### config.mk
export PLATFORM = sky130hd
export DESIGN_NAME = fft_agu
export DESIGN_NICKNAME = d
export VERILOG_FILES = /design/src/rtl/fft_agu.sv
export SDC_FILE = /design/constraint.sdc
export NUM_CORES = 1
export LEC_CHECK = 0
export BUFFER_PORTS_ARGS = -buffer_cell sky130_fd_sc_hd__buf_2
export CAP_MARGIN = 20
export CORE_ASPECT_RATIO = 0.9
export CORE_MARGIN = 8
export CORE_UTILIZATION = 56
export CTS_CLUSTER_DIAMETER = 150
export DETAILED_ROUTE_END_ITERATION = 6
export PLACE_DENSITY = 0.79
export SLEW_MARGIN = 10
export SYNTH_ARGS = -nofsm -noshare
export SYNTH_HDL_FRONTEND = slang
export SYNTH_SLANG_ARGS = --single-unit
export TNS_END_PERCENT = 1
### constraint.sdc
create_clock -name i_CLK -period 3.2 [get_ports i_CLK]
set_input_delay 0.64 -clock i_CLK [delete_from_list [all_inputs] [get_ports i_CLK]]
set_output_delay 0.64 -clock i_CLK [all_outputs]
set_load 0.005 [all_outputs]
### src/rtl/fft_agu.sv
// fft_agu -- address generator and sequencer for an in-place radix-2 DIT FFT.
//
// Walks L = ADDR_SIZE stages of N/2 butterflies each. One butterfly is issued
// per READ cycle. Each stage ends with BFLY_LAT DRAIN cycles so that the last
// write of a stage lands in RAM before the next stage reads it. The write
// addresses and enables are the issued read values delayed by BFLY_LAT cycles,
// which matches the butterfly pipeline between RAM read data and write data.
//
// Ports:
//   i_CLK                          clock, rising edge
//   i_RST                          synchronous active-low reset
//   i_start                        one-cycle request to run a transform (IDLE only)
//   o_busy                         high in READ and DRAIN
//   o_done                         one-cycle pulse after the final DRAIN cycle
//   o_stage                        current stage s
//   o_read_en_A/B, o_read_addr_A/B butterfly operand reads (addresses hold in DRAIN)
//   o_twiddle_addr                 twiddle ROM index, aligned with the read addresses
//   o_write_en_A/B, o_write_addr_A/B  read side delayed by BFLY_LAT cycles
module fft_agu #(
    parameter int MEM_SIZE  = 32,
    parameter int ADDR_SIZE = $clog2(MEM_SIZE),
    parameter int BFLY_LAT  = 2,
    parameter int STAGE_W   = $clog2(ADDR_SIZE + 1)
) (
    input  logic                 i_CLK,
    input  logic                 i_RST,
    input  logic                 i_start,
    output logic                 o_busy,
    output logic                 o_done,
    output logic [STAGE_W-1:0]   o_stage,
    output logic                 o_read_en_A,
    output logic                 o_read_en_B,
    output logic [ADDR_SIZE-1:0] o_read_addr_A,
    output logic [ADDR_SIZE-1:0] o_read_addr_B,
    output logic [ADDR_SIZE-2:0] o_twiddle_addr,
    output logic                 o_write_en_A,
    output logic                 o_write_en_B,
    output logic [ADDR_SIZE-1:0] o_write_addr_A,
    output logic [ADDR_SIZE-1:0] o_write_addr_B
);

    localparam logic [1:0] ST_IDLE  = 2'd0;
    localparam logic [1:0] ST_READ  = 2'd1;
    localparam logic [1:0] ST_DRAIN = 2'd2;
    localparam logic [1:0] ST_DONE  = 2'd3;

    localparam int KW = ADDR_SIZE - 1;           // butterfly index width (0..N/2-1)
    localparam int CW = $clog2(BFLY_LAT + 1);    // drain counter width
    localparam int DW = 2 * ADDR_SIZE + 1;       // {enable, addr_A, addr_B}

    localparam logic [KW-1:0]      K_LAST   = {KW{1'b1}};
    localparam logic [CW-1:0]      CNT_LAST = CW'(BFLY_LAT - 1);
    localparam logic [STAGE_W-1:0] S_LAST   = STAGE_W'(ADDR_SIZE - 1);

    logic [1:0]           state_q, state_d;
    logic [STAGE_W-1:0]   s_q, s_d;
    logic [KW-1:0]        k_q, k_d;
    logic [CW-1:0]        cnt_q, cnt_d;
    logic                 re_q;
    logic [ADDR_SIZE-1:0] ra_q, rb_q;
    logic [KW-1:0]        tw_q;
    logic                 busy_q, done_q;
    logic [DW-1:0]        dl_q [BFLY_LAT];

    // Sequencer next state.
    always_comb begin
        state_d = state_q;
        s_d     = s_q;
        k_d     = k_q;
        cnt_d   = cnt_q;
        case (state_q)
            ST_IDLE: begin
                if (i_start) begin
                    state_d = ST_READ;
                    s_d     = '0;
                    k_d     = '0;
                end
            end
            ST_READ: begin
                if (k_q == K_LAST) begin
                    state_d = ST_DRAIN;
                    k_d     = '0;
                    cnt_d   = '0;
                end else begin
                    k_d = k_q + KW'(1);
                end
            end
            ST_DRAIN: begin
                if (cnt_q == CNT_LAST) begin
                    if (s_q == S_LAST) begin
                        state_d = ST_DONE;
                    end else begin
                        s_d     = s_q + STAGE_W'(1);
                        state_d = ST_READ;
                    end
                end else begin
                    cnt_d = cnt_q + CW'(1);
                end
            end
            default: state_d = ST_IDLE;
        endcase
    end

    // Addresses are derived from the next (s, k) so the registered outputs
    // line up with the state they belong to. At s = L-1 the KW-bit shift
    // wraps to zero and the subtraction yields an all-ones mask, as needed.
    logic [KW-1:0]        low_d;
    logic [ADDR_SIZE-1:0] a_d, b_d;
    logic [KW-1:0]        tw_d;

    assign low_d = k_d & ((KW'(1) << s_d) - KW'(1));
    assign a_d   = (({1'b0, k_d} >> s_d) << (s_d + STAGE_W'(1))) | {1'b0, low_d};
    assign b_d   = a_d | (ADDR_SIZE'(1) << s_d);
    assign tw_d  = low_d << (S_LAST - s_d);

    always_ff @(posedge i_CLK) begin
        if (!i_RST) begin
            state_q <= ST_IDLE;
            s_q     <= '0;
            k_q     <= '0;
            cnt_q   <= '0;
            re_q    <= 1'b0;
            ra_q    <= '0;
            rb_q    <= '0;
            tw_q    <= '0;
            busy_q  <= 1'b0;
            done_q  <= 1'b0;
        end else begin
            state_q <= state_d;
            s_q     <= s_d;
            k_q     <= k_d;
            cnt_q   <= cnt_d;
            re_q    <= (state_d == ST_READ);
            // Read addresses and twiddle hold their last value outside READ.
            if (state_d == ST_READ) begin
                ra_q <= a_d;
                rb_q <= b_d;
                tw_q <= tw_d;
            end
            busy_q  <= (state_d == ST_READ) || (state_d == ST_DRAIN);
            done_q  <= (state_d == ST_DONE);
        end
    end

    // Write-side delay line: element gi holds the read side from gi+1 cycles ago.
    for (genvar gi = 0; gi < BFLY_LAT; gi++) begin : g_dly
        if (gi == 0) begin : g_head
            always_ff @(posedge i_CLK) begin
                if (!i_RST) dl_q[gi] <= '0;
                else        dl_q[gi] <= {re_q, ra_q, rb_q};
            end
        end else begin : g_tail
            always_ff @(posedge i_CLK) begin
                if (!i_RST) dl_q[gi] <= '0;
                else        dl_q[gi] <= dl_q[gi-1];
            end
        end
    end

    assign o_busy         = busy_q;
    assign o_done         = done_q;
    assign o_stage        = s_q;
    assign o_read_en_A    = re_q;
    assign o_read_en_B    = re_q;
    assign o_read_addr_A  = ra_q;
    assign o_read_addr_B  = rb_q;
    assign o_twiddle_addr = tw_q;
    assign o_write_en_A   = dl_q[BFLY_LAT-1][DW-1];
    assign o_write_en_B   = dl_q[BFLY_LAT-1][DW-1];
    assign o_write_addr_A = dl_q[BFLY_LAT-1][DW-2 -: ADDR_SIZE];
    assign o_write_addr_B = dl_q[BFLY_LAT-1][ADDR_SIZE-1:0];

endmodule

==> impl_summary.log <==
[metrics] CP max stage cell: dfxtp_2
[metrics] max-cap violations: 0
[metrics] largest net degree at the start of global routing: between 40 and 50
[metrics] switching pwr: 0.000289 W
[metrics] placed instance area: between 2000 and 3000 um2
[metrics] via count normalized by instance count: about 5.6
[metrics] global-route wire length before repair: between 8000 and 9000 um
[metrics] unrepaired setup endpoints after global routing: no
[metrics] switching part of the total: about a quarter
[metrics] synthesized instance count: 250
[metrics] Final Wtd Congestion: 0.956
[metrics] drt wl/cell: 15.3 um
[metrics] Post-Layout Cell Count: 340
[metrics] CP startpoint kind: flip-flop
[metrics] number of enable flip-flop cells after synthesis: 0
[metrics] Pleak: between 1 and 1.5 nW
[metrics] cell depth of the worst hold path: 1
[metrics] Hold Fails Final Rpt: 0
[metrics] n_diodes: 0
[metrics] CTS clock-pin slew for the worst setup and hold paths: 100 ps
[metrics] total wire length: about 5200 um
[metrics] Setup Total Neg Slack: 0 ps
[metrics] hold_sp: dl_q[0][5]
[metrics] Sequential cell area: between 1000 and 1500 um2
[metrics] count of synthesis-stage warnings from yosys: 0
[metrics] antenna violations before repair: 0
[metrics] setup-violating endpoint count in the final report: 0
[metrics] number of vias in the routed layout: between 1,500 and 2,000
[metrics] clock period minus final worst setup slack: just under 3000 ps
[metrics] chain of cells forming the critical path: inv_1, ha_1, a21boi_2, nor3b_4, or2_4, inv_2, ha_1, or2_2, a41o_1, xnor2_1, a221oi_1, o31ai_1
[metrics] Chip Height: 78.0 um
[metrics] worst hold path endpoint: dl_q[1][5]
[metrics] core box area: 4100 um2
[metrics] number of violations reported at the end of detailed-routing iteration 0: 66
[metrics] CTS buffer count: 5
[metrics] share of layout cells above drive strength 1: a little over a quarter
[metrics] die outline area: 6620 um2
[metrics] delay of the slowest cell on the worst path: ~400 ps
[metrics] arrival time of the worst setup path: ~3200 ps
[metrics] Reg2Reg Capture Point: o_twiddle_addr[3]
[metrics] Crit Path Category: reg2reg
[metrics] post-layout net count: approximately 300
[metrics] count of H-tree levels built during CTS: 2
[metrics] actual transition at the worst max-transition pin: ~700 ps
[metrics] cell types with the largest area share after synthesis: dfxtp_1 (42%), and2_1 (8.4%), ha_1 (6.8%), nand2_1 (2.7%), a31oi_1 (2.6%)
[metrics] number of cells after detailed placement: between 300 and 400
[metrics] mean post-synth cell area: ~9.6 um2
[metrics] number of buffers and inverters on the critical path: 2
[metrics] leading area contributor after synthesis: dfxtp_1
[metrics] FF-to-FF Start: o_stage[1]
[metrics] critical path data required time: 3390 ps
[metrics] area of the mapped netlist: between 2000 and 2500 um2
[metrics] vias in the first global route: 1,871
[metrics] Peak Freq: 335 MHz
[metrics] number of hold-repair buffers added at the cts stage: 0
[metrics] share of total power in combinational logic: 9.0%
[metrics] most used cell along the critical path: ha_1
[metrics] flop and latch count out of synthesis: 50
[metrics] area share of the largest cell type after synthesis: a little over two fifths
[metrics] number of unique standard cell types used by synthesis: 58
[metrics] delay-heaviest family, CP: compound AO/OA/AOI/OAI gates
[metrics] share of synthesized flip-flops with an asynchronous set or reset: 0%
[metrics] depth of the worst register-to-register path: 12
[metrics] Worst Hold Class: reg2reg
[metrics] post-route DRC violation count: 0
[metrics] part of the cycle the worst path needs: about 93%
[metrics] Detail Placement HPWL: ~3900 um
[metrics] library cell used as clock root buffer: clkbuf_8
[metrics] Horiz. Die Dim: approximately 85 um
[metrics] clock network fraction of total power: between 30 and 40%
[metrics] cell internal pwr: around 0.00094 W
[metrics] number of I/O pins: 36
[metrics] critical path peak fanout: 13
[metrics] number of cells on the critical path: 12
[metrics] Worst VDD drop: between 0.0002 and 0.0003 V
[metrics] most common cell after layout, fill and taps aside: dfxtp_1
[metrics] sequential fraction of the synthesis area: 41.9%
[metrics] Finished Cell Area: 2760 um2
[metrics] GR Util All Layers: 16.1%
[metrics] total power divided by cell area: ~450 nW/um2
[metrics] # fillers: about 360
[metrics] sequential power share: between 50% and 60%
[metrics] most used flip-flop cell after synthesis: dfxtp_1
[metrics] final setup skew: about 8.6 ps
[metrics] Initial Utilization: 58.3%
[metrics] status: finished clean
[metrics] Clock Path Buffers: 2
[metrics] Max Transition Viols Final: 0
[metrics] register-to-register setup slack: about 220 ps
[metrics] number of I/O port buffers: 35
[metrics] area overhead of the layout relative to synthesis: 15.7%
[metrics] antenna-violating nets left: 0
[metrics] number of nets in the synthesized netlist: approximately 270
[metrics] CP Capture Type: flip-flop
[metrics] sinks on the clock net: 50
[metrics] Rows: 22
[metrics] multi-input gate area in the final layout: ~1300 um2
[metrics] CTS tree: done
[metrics] Clk Latency, worst-skew pair: about 300 ps
[metrics] overflow left after global routing: 0
[metrics] number of iterations in the first detailed-routing pass: 4
[metrics] normalized max-slew margin: 53.2%
[metrics] commonest cells after routing, fill and taps aside: dfxtp_1 (49), buf_2 (35), and2_1 (32), nand2_1 (17), nor2_1 (13)
[power groups by stage]
stage | combinational [W] | sequential (W) | clock [W]
global route | 0.000123 | 0.000669 | 0.000496
finish | 0.000111 | 0.000664 | 0.000455
detailed placement | 0.000111 | 0.000679 | 0
floorplan | 0.0000688 | 0.000679 | 0
CTS | 0.000112 | 0.000665 | 0.000470
global placement | 0.000111 | 0.000678 | 0
[metal layers]
| layer | global-route usage (%) | vias to the layer above | share of wire [%] |
|---|---|---|---|
| li1 | - | 953 | - |
| met1 | 20.9 | 893 | 49 |
| met2 | 26.4 | 44 | 46 |
| met3 | 4.00 | 4 | 4.3 |
| met4 | 3.55 | 0 | 0.50 |
| met5 | 0 | - | 0 |
[layout make-up]
class | instances | share of cell area, %
tap | 48 | 2.17
clock inverter | 3 | 1.77
multi-input combinational | 174 | 46.1
timing repair buffer | 46 | 9.33
clock buffer | 5 | 2.49
inverter | 14 | 1.90
sequential | 50 | 36.3
[logic make-up after synthesis]
logic type               synth area share (%)
XOR/XNOR                                0.367
buffers and inverters                    5.34
AND/OR/NAND/NOR                          26.4
AO/OA/AOI/OAI                            18.7
adder cells (fa/ha/maj)                  6.81
multiplexers                            0.419
flip-flops                               41.9
[cells in the mapped netlist, types with 3 or more instances]
cell,n
dfxtp_1,50
and2_1,32
nand2_1,17
ha_1,13
nor2_1,13
inv_1,12
a31oi_1,10
nor2b_1,9
nand3_1,7
clkbuf_1,6
a21oi_1,5
buf_4,4
o21ai_0,4
and3_1,3
nand2b_1,3
nand4b_1,3
nor3_1,3
[worst max-delay path by stage]
| stage | from | endpoint | slack (ps) |
|---|---|---|---|
| floorplan | o_stage[0] | o_twiddle_addr[3] | 400 |
| global placement | o_stage[1] | o_twiddle_addr[3] | 130 |
| detailed placement | o_stage[1] | o_twiddle_addr[3] | 100 |
| CTS | o_stage[1] | o_twiddle_addr[3] | 70 |
| global route | cnt_q[0] | o_twiddle_addr[3] | 20 |
| finish | o_stage[1] | o_twiddle_addr[3] | 220 |
[state kept, by name, summed over array words and instances, names as in the netlist]
signal          cells
o_done              1
o_stage             3
o_twiddle_addr      4
o_busy              1
o_read_en_A         1
k_q                 4
o_read_addr_B       5
state_q             2
dl_q               22
o_read_addr_A       5
cnt_q               2
[through the flow]
stage	setup slack, ps	hold slack, ps	utilization [%]	power [W]
floorplan	395	412	-	0.000748
CTS	68.7	441	66.9	0.00125
finish	219	440	67.4	0.00123
global route	16.9	458	67.4	0.00129
global placement	134	414	64.0	0.000789
detailed placement	101	418	64.0	0.000790
[repair_timing]
action | CTS | global route
endpoints found under the setup margin | 0 | 7
resized for setup | 0 | 4
setup buffers | 0 | 1
No activity file was read; power rests on OpenSTA's default activity.
